[config.mk]
export PLATFORM = sky130hd
export DESIGN_NAME = dmemory_io_multi
export DESIGN_NICKNAME = d
export VERILOG_FILES = /design/src/rtl/dmemory_io_multi_pkg.sv /design/src/rtl/dmemory_io_multi_seg7.sv /design/src/rtl/dmemory_io_multi.sv
export SDC_FILE = /design/constraint.sdc
export NUM_CORES = 1
export LEC_CHECK = 0
export ABC_AREA = 0
export CAP_MARGIN = 25
export CORE_MARGIN = 1
export CORE_UTILIZATION = 30
export DETAILED_ROUTE_END_ITERATION = 8
export HOLD_SLACK_MARGIN = 0.02
export PLACE_DENSITY = 0.53
export SYNTH_ARGS = -nofsm -noshare
export SYNTH_HDL_FRONTEND = slang
export SYNTH_SLANG_ARGS = --single-unit
[constraint.sdc]
create_clock -name clock -period 8.6 [get_ports clock]
set_input_delay 1.72 -clock clock [delete_from_list [all_inputs] [get_ports clock]]
set_output_delay 1.72 -clock clock [all_outputs]
set_load 0.005 [all_outputs]
[src/rtl/dmemory_io_multi_pkg.sv]
// ============================================================================
//  Module  : dmem_io_pkg (package)
//  Purpose : Shared register offsets and 7-segment patterns for the
//            dmemory_io_multi data-memory / memory-mapped I/O block.
//  Rev     : 1.0  initial release
// ============================================================================
`default_nettype none

package dmem_io_pkg;

  // Register offsets relative to IO_BASE
  localparam int SW_STAT_OFS = 0;
  localparam int SW_EVT_OFS  = 1;
  localparam int DISP_OFS    = 2;
  localparam int TIMER_OFS   = 8;
  localparam int TCTRL_OFS   = 9;

  // Segment patterns {g,f,e,d,c,b,a}, active-high
  localparam logic [6:0] SEG7_0 = 7'h3F;
  localparam logic [6:0] SEG7_1 = 7'h06;
  localparam logic [6:0] SEG7_2 = 7'h5B;
  localparam logic [6:0] SEG7_3 = 7'h4F;
  localparam logic [6:0] SEG7_4 = 7'h66;
  localparam logic [6:0] SEG7_5 = 7'h6D;
  localparam logic [6:0] SEG7_6 = 7'h7D;
  localparam logic [6:0] SEG7_7 = 7'h07;
  localparam logic [6:0] SEG7_8 = 7'h7F;
  localparam logic [6:0] SEG7_9 = 7'h6F;
  localparam logic [6:0] SEG7_A = 7'h77;
  localparam logic [6:0] SEG7_B = 7'h7C;
  localparam logic [6:0] SEG7_C = 7'h39;
  localparam logic [6:0] SEG7_D = 7'h5E;
  localparam logic [6:0] SEG7_E = 7'h79;
  localparam logic [6:0] SEG7_F = 7'h71;

endpackage

`default_nettype wire

[src/rtl/dmemory_io_multi_seg7.sv]
// ============================================================================
//  Module  : seg7_decode
//  Purpose : Combinational hex nibble to 7-segment pattern decoder.
//  Rev     : 1.0  initial release
// ============================================================================
`default_nettype none

module seg7_decode
  import dmem_io_pkg::*;
(
  input  logic [3:0] i_val,
  output logic [6:0] o_seg
);

  logic [6:0] w_seg;

  // Map each nibble value to its segment pattern
  always_comb begin
    w_seg = SEG7_0;
    case (i_val)
      4'h0: w_seg = SEG7_0;
      4'h1: w_seg = SEG7_1;
      4'h2: w_seg = SEG7_2;
      4'h3: w_seg = SEG7_3;
      4'h4: w_seg = SEG7_4;
      4'h5: w_seg = SEG7_5;
      4'h6: w_seg = SEG7_6;
      4'h7: w_seg = SEG7_7;
      4'h8: w_seg = SEG7_8;
      4'h9: w_seg = SEG7_9;
      4'hA: w_seg = SEG7_A;
      4'hB: w_seg = SEG7_B;
      4'hC: w_seg = SEG7_C;
      4'hD: w_seg = SEG7_D;
      4'hE: w_seg = SEG7_E;
      4'hF: w_seg = SEG7_F;
      default: w_seg = SEG7_0;
    endcase
  end

  assign o_seg = w_seg;

endmodule

`default_nettype wire

[src/rtl/dmemory_io_multi.sv]
// ============================================================================
//  Module  : dmemory_io_multi
//  Purpose : Word-addressed data RAM plus memory-mapped I/O: NUM_SW
//            synchronised switches with sticky rising-edge flags and
//            NUM_DISP 7-segment display registers.
//  Config  : define DMEM_IO_TIMER_EN to add the free-running TIMER/TCTRL
//            registers at IO_BASE+8 / IO_BASE+9.
//  Rev     : 1.0  initial release
// ============================================================================
`default_nettype none

module dmemory_io_multi
  import dmem_io_pkg::*;
#(
  parameter int                DATA_W    = 16,
  parameter int                ADDR_W    = 16,
  parameter int                MEM_DEPTH = 32,
  parameter int                NUM_SW    = 2,
  parameter int                NUM_DISP  = 2,
  parameter logic [ADDR_W-1:0] IO_BASE   = ADDR_W'(16'h00F0)
) (
  input  logic                  clock,
  input  logic                  reset,
  input  logic [ADDR_W-1:0]     draddr,
  input  logic [DATA_W-1:0]     dwdata,
  input  logic                  dwrite,
  input  logic                  dread,
  output logic [DATA_W-1:0]     drdata,
  input  logic [NUM_SW-1:0]     io_sw,
  output logic [7*NUM_DISP-1:0] io_display
);

  localparam int RAM_AW = (MEM_DEPTH > 1) ? $clog2(MEM_DEPTH) : 1;

  localparam logic [ADDR_W-1:0] C_MEM_END = ADDR_W'(MEM_DEPTH);
  localparam logic [ADDR_W-1:0] C_A_STAT  = IO_BASE + ADDR_W'(SW_STAT_OFS);
  localparam logic [ADDR_W-1:0] C_A_EVT   = IO_BASE + ADDR_W'(SW_EVT_OFS);

  // --------------------------------------------------------------------------
  // Address decode (full-width compares)
  // --------------------------------------------------------------------------
  logic              w_ram_hit;
  logic [RAM_AW-1:0] w_ram_idx;
  logic              w_stat_hit;
  logic              w_evt_hit;
  logic [NUM_DISP-1:0] w_disp_hit;

  assign w_ram_hit  = (draddr < C_MEM_END);
  assign w_ram_idx  = draddr[RAM_AW-1:0];
  assign w_stat_hit = (draddr == C_A_STAT);
  assign w_evt_hit  = (draddr == C_A_EVT);

  // --------------------------------------------------------------------------
  // RAM: not reset, combinational read
  // --------------------------------------------------------------------------
  logic [DATA_W-1:0] r_mem [MEM_DEPTH];

  // Store write data on the clock edge when the address falls in the RAM range
  always_ff @(posedge clock) begin
    if (dwrite && w_ram_hit) begin
      r_mem[w_ram_idx] <= dwdata;
    end
  end

  // --------------------------------------------------------------------------
  // Switches: two-flop synchroniser, previous-value register, sticky flags
  // --------------------------------------------------------------------------
  logic [NUM_SW-1:0] r_sync1;
  logic [NUM_SW-1:0] r_sync2;
  logic [NUM_SW-1:0] r_prev;
  logic [NUM_SW-1:0] r_evt;
  logic [NUM_SW-1:0] w_rise;
  logic              w_evt_clr;

  assign w_rise    = r_sync2 & ~r_prev;
  assign w_evt_clr = dread && w_evt_hit;

  // Synchronise switches and latch rising edges; a new edge beats a read-clear
  always_ff @(posedge clock) begin
    if (reset) begin
      r_sync1 <= '0;
      r_sync2 <= '0;
      r_prev  <= '0;
      r_evt   <= '0;
    end else begin
      r_sync1 <= io_sw;
      r_sync2 <= r_sync1;
      r_prev  <= r_sync2;
      r_evt   <= (w_evt_clr ? '0 : r_evt) | w_rise;
    end
  end

  // --------------------------------------------------------------------------
  // Display registers and decoders
  // --------------------------------------------------------------------------
  logic [3:0] r_disp [NUM_DISP];

  generate
    for (genvar k = 0; k < NUM_DISP; k++) begin : g_disp
      assign w_disp_hit[k] = (draddr == IO_BASE + ADDR_W'(DISP_OFS + k));

      seg7_decode u_seg7 (
        .i_val (r_disp[k]),
        .o_seg (io_display[7*k +: 7])
      );
    end
  endgenerate

  // Each display keeps the low nibble of the last word written to it
  always_ff @(posedge clock) begin
    if (reset) begin
      for (int k = 0; k < NUM_DISP; k++) begin
        r_disp[k] <= 4'h0;
      end
    end else begin
      for (int k = 0; k < NUM_DISP; k++) begin
        if (dwrite && w_disp_hit[k]) begin
          r_disp[k] <= dwdata[3:0];
        end
      end
    end
  end

`ifdef DMEM_IO_TIMER_EN
  // --------------------------------------------------------------------------
  // Optional free-running timer
  // --------------------------------------------------------------------------
  localparam logic [ADDR_W-1:0] C_A_TIMER = IO_BASE + ADDR_W'(TIMER_OFS);
  localparam logic [ADDR_W-1:0] C_A_TCTRL = IO_BASE + ADDR_W'(TCTRL_OFS);

  logic [DATA_W-1:0] r_timer;
  logic              r_run;
  logic              w_timer_hit;
  logic              w_tctrl_hit;
  logic              w_tctrl_wr;

  assign w_timer_hit = (draddr == C_A_TIMER);
  assign w_tctrl_hit = (draddr == C_A_TCTRL);
  assign w_tctrl_wr  = dwrite && w_tctrl_hit;

  // Count while running; the self-clearing clear bit overrides counting
  always_ff @(posedge clock) begin
    if (reset) begin
      r_timer <= '0;
      r_run   <= 1'b0;
    end else begin
      if (w_tctrl_wr) begin
        r_run <= dwdata[0];
      end
      if (w_tctrl_wr && dwdata[1]) begin
        r_timer <= '0;
      end else if (r_run) begin
        r_timer <= r_timer + DATA_W'(1);
      end
    end
  end
`endif

  // --------------------------------------------------------------------------
  // Read multiplexer: unmapped addresses return zero
  // --------------------------------------------------------------------------
  logic [DATA_W-1:0] w_rdata;

  // Select the addressed register or RAM word, zero-extended
  always_comb begin
    w_rdata = '0;
    if (w_ram_hit) begin
      w_rdata = r_mem[w_ram_idx];
    end else if (w_stat_hit) begin
      w_rdata[NUM_SW-1:0] = r_sync2;
    end else if (w_evt_hit) begin
      w_rdata[NUM_SW-1:0] = r_evt;
    end else begin
      for (int k = 0; k < NUM_DISP; k++) begin
        if (w_disp_hit[k]) begin
          w_rdata[3:0] = r_disp[k];
        end
      end
`ifdef DMEM_IO_TIMER_EN
      if (w_timer_hit) begin
        w_rdata = r_timer;
      end else if (w_tctrl_hit) begin
        w_rdata[0] = r_run;
      end
`endif
    end
  end

  assign drdata = w_rdata;

endmodule

`default_nettype wire

==> results.py <==
metrics = {
    "floorplan": {
        "dieArea_sq_um": 71200,
        "core_area_sq_um": 69100,
        "io_pins": 68,
        "rows": 96,
        "chipWidth_um": 267,
        "start_util": 0.305,
        "die_h_um": 267,
    },
    "route": {
        "wire_per_inst_um": 25.4,
        "wirelength_um": 53900,
        "ant_nets": 0,
        "via_count": 10600,
        "drtPass1Iterations": 5,
        "post-route-drc-count": 0,
        "dr.first_iter.drc_count": 982,
        "viasPerCell": 5.01,
    },
    "worst_setup_path": {
        "critPathLaunchType": "input port",
        "crit_required_ns": 6.88,
        "critPathKind": "input port to output pin",
        "end_kind": "output pin",
        "crit_fanout": 16,
        "arrival_ns": 5.23,
    },
    "sta": {
        "drv_slew": 0,
        "hold_violations": 0,
        "holdWs_ns": 0.455,
        "max_freq_mhz": 144,
        "max_slew.worst_pin.slew_ns": 1.11,
        "setup-tns-final_ns": 0,
        "layout_setup_ws_ns": 1.65,
        "period_share": 0.808,
        "finalCriticalPeriod_ns": 6.95,
        "fin_skew_ns": 0.00367,
        "setup_viol": 0,
        "rsz0062_at_grt": "no",
        "max_slew_margin": 0.239,
    },
    "layout": {
        "final_util": 0.363,
        "final_nets": 1201,
        "final_area_sq_um": 25000,
        "syn2layout_area_growth_pct": 19.0,
        "drive_gt1_frac": 0.234,
        "n_antenna_cell": 0,
        "instances_no_fill": 2121,
    },
    "synthesis": {
        "synth.area.top_cells": "edfxtp_1, mux4_2, mux2i_1",
        "synthCells": 1040,
        "synth_most_common_cell": "edfxtp_1",
        "ys_ff_latch": 528,
        "synth_area_sq_um": 21100,
        "ys.flop_type": "edfxtp_1",
        "synth.top_cell.area_share": 0.742,
        "synth_top_area_cell": "edfxtp_1",
        "synth.avg_cell_area_sq_um": 20.2,
        "synth_edf_count": 520,
        "syn_nets": 1092,
        "synthTopCellsByCount": "edfxtp_1, mux4_2, mux2i_1",
        "synth_cell_types": 54,
        "async_flop_share": 0,
        "ys_seq_area_frac": 0.749,
        "yosys_warnings": 0,
    },
    "power_and_ir_drop": {
        "internal-power_mw": 4.25,
        "power.density_nw_per_um2": 215,
        "ir_worst_vdd_v": 0.000146,
        "clkPwrFrac": 0.423,
        "combPwrFrac": 0.050,
        "leakage_nw": 7.86,
        "netSwitchingFraction": 0.209,
        "switching_power_mw": 1.13,
        "seqPwrFrac": 0.527,
        "total_power_mw": 5.38,
    },
    "global_routing": {
        "antenna_found_initial": 0,
        "grtUsageMet2": 0.239,
        "first_global_vias": 10800,
        "grt_usage": 0.153,
        "grt_max_degree": 104,
        "grt_busiest_layer": "met2",
        "grt_overflow": 0,
        "grt_pass1_wl_um": 78100,
        "grt_util_met1": 0.221,
        "met3_usage": 0.0258,
    },
    "clocking": {
        "cts_resized": 0,
        "clock_sinks": 528,
        "clk_latency_ns": 0.60,
        "cts.path.max_buffers": 3,
        "htreeDepth": 2,
        "post_cts_buffers": 0,
        "root_buffer": "clkbuf_16",
        "cts_buffers": 53,
        "tritoncts": "built",
        "cts_hold_buf": 0,
        "path_clk_slew_ns": 0.06,
    },
    "placed_design": {
        "dp.cells": 2014,
        "place_area_sq_um": 23100,
        "pre_cts_ws_ns": 1.83,
        "gp_congestion": 0.825,
        "portBuffers": 67,
        "dp_hpwl_um": 31700,
    },
    "min_path": {
        "min_path_type": "flip-flop to flip-flop",
    },
    "status": {
        "status": "finished clean",
    },
    "run": {
        "maxCapViolCount": 0,
    },
}
[kinds of logic after synthesis]
logic type | synth area share
mux | 0.156
flops | 0.749
compound gates | 0.0304
buf+inv | 0.0165
fa+ha+maj | 0.00832
simple gates | 0.0394
[worst max-delay path: stages]
cell and delay [ns]:
clkdlybuf4s50_1 0.40, nor4_1 0.38, nand2_1 0.11, or4_1 0.42
buf_4 0.25, a221o_1 0.29, a2111oi_0 0.96, clkdlybuf4s50_1 0.67
[placed cells by master, fill, tap and decap left out, types with 6 or more instances in the layout]
cell,Yosys,final
ha_1,14,14
clkdlybuf4s50_1,0,62
nor2_4,1,13
clkbuf_1,17,14
a22oi_1,6,6
nor2_2,7,19
clkbuf_16,0,56
nor2_1,52,28
a21oi_1,18,18
buf_4,13,24
nand2b_1,6,6
nand2_1,11,11
mux2i_1,67,67
clkinv_1,0,9
inv_1,12,12
o21ai_0,8,8
a2111oi_0,12,12
nor3_1,10,10
nor2b_1,25,25
buf_16,0,11
dfxtp_1,8,8
edfxtp_1,520,520
clkinv_2,0,9
o22ai_1,22,22
mux4_2,114,114
[path summary, 6_finish.rpt]
path,from,endpoint,slack (ns),cells after the start
worst min register to register,r_sync1[0]$_SDFF_PP0_,r_sync2[0]$_SDFF_PP0_,0.46,1
worst max register to register,r_sync2[0]$_SDFF_PP0_,r_evt[0]$_SDFF_PP0_,7.86,3
worst max-delay path,draddr[11],drdata[10],1.65,8
worst min-delay path,r_sync1[0]$_SDFF_PP0_,r_sync2[0]$_SDFF_PP0_,0.46,1
[flip-flops by register name, summed over array words and instances, names as in the netlist]
name,cells
r_mem,512
r_disp,8
r_evt,2
r_prev,2
r_sync1,2
r_sync2,2
[per-layer routing]
metal | part of all wire | wire length [um]
met1 | 0.46 | 24900
met2 | 0.47 | 25100
met3 | 0.054 | 2900
met4 | 0.020 | 1050
met5 | 0 | 0
[final cells by class]
| class | count | area, sq um |
|---|---|---|
| Clock buffer | 68 | 1400 |
| Sequential cell | 528 | 15800 |
| Tap cell | 931 | 1160 |
| Timing Repair Buffer | 112 | 1320 |
| Multi-Input combinational cell | 442 | 5050 |
| Inverter | 12 | 45.0 |
| Clock inverter | 28 | 289 |
| Fill cell | 6391 | 44000 |
[power by group through the flow]
stage                     combinational [mW]  clock, mW  sequential, mW
after floorplan                        0.147          0            2.89
after global placement                 0.250          0            2.89
after detailed placement               0.259          0            2.89
after CTS                              0.260       2.33            2.83
after global routing                   0.289       2.43            2.83
final                                  0.269       2.28            2.83
(Power assumes the default switching activity.)
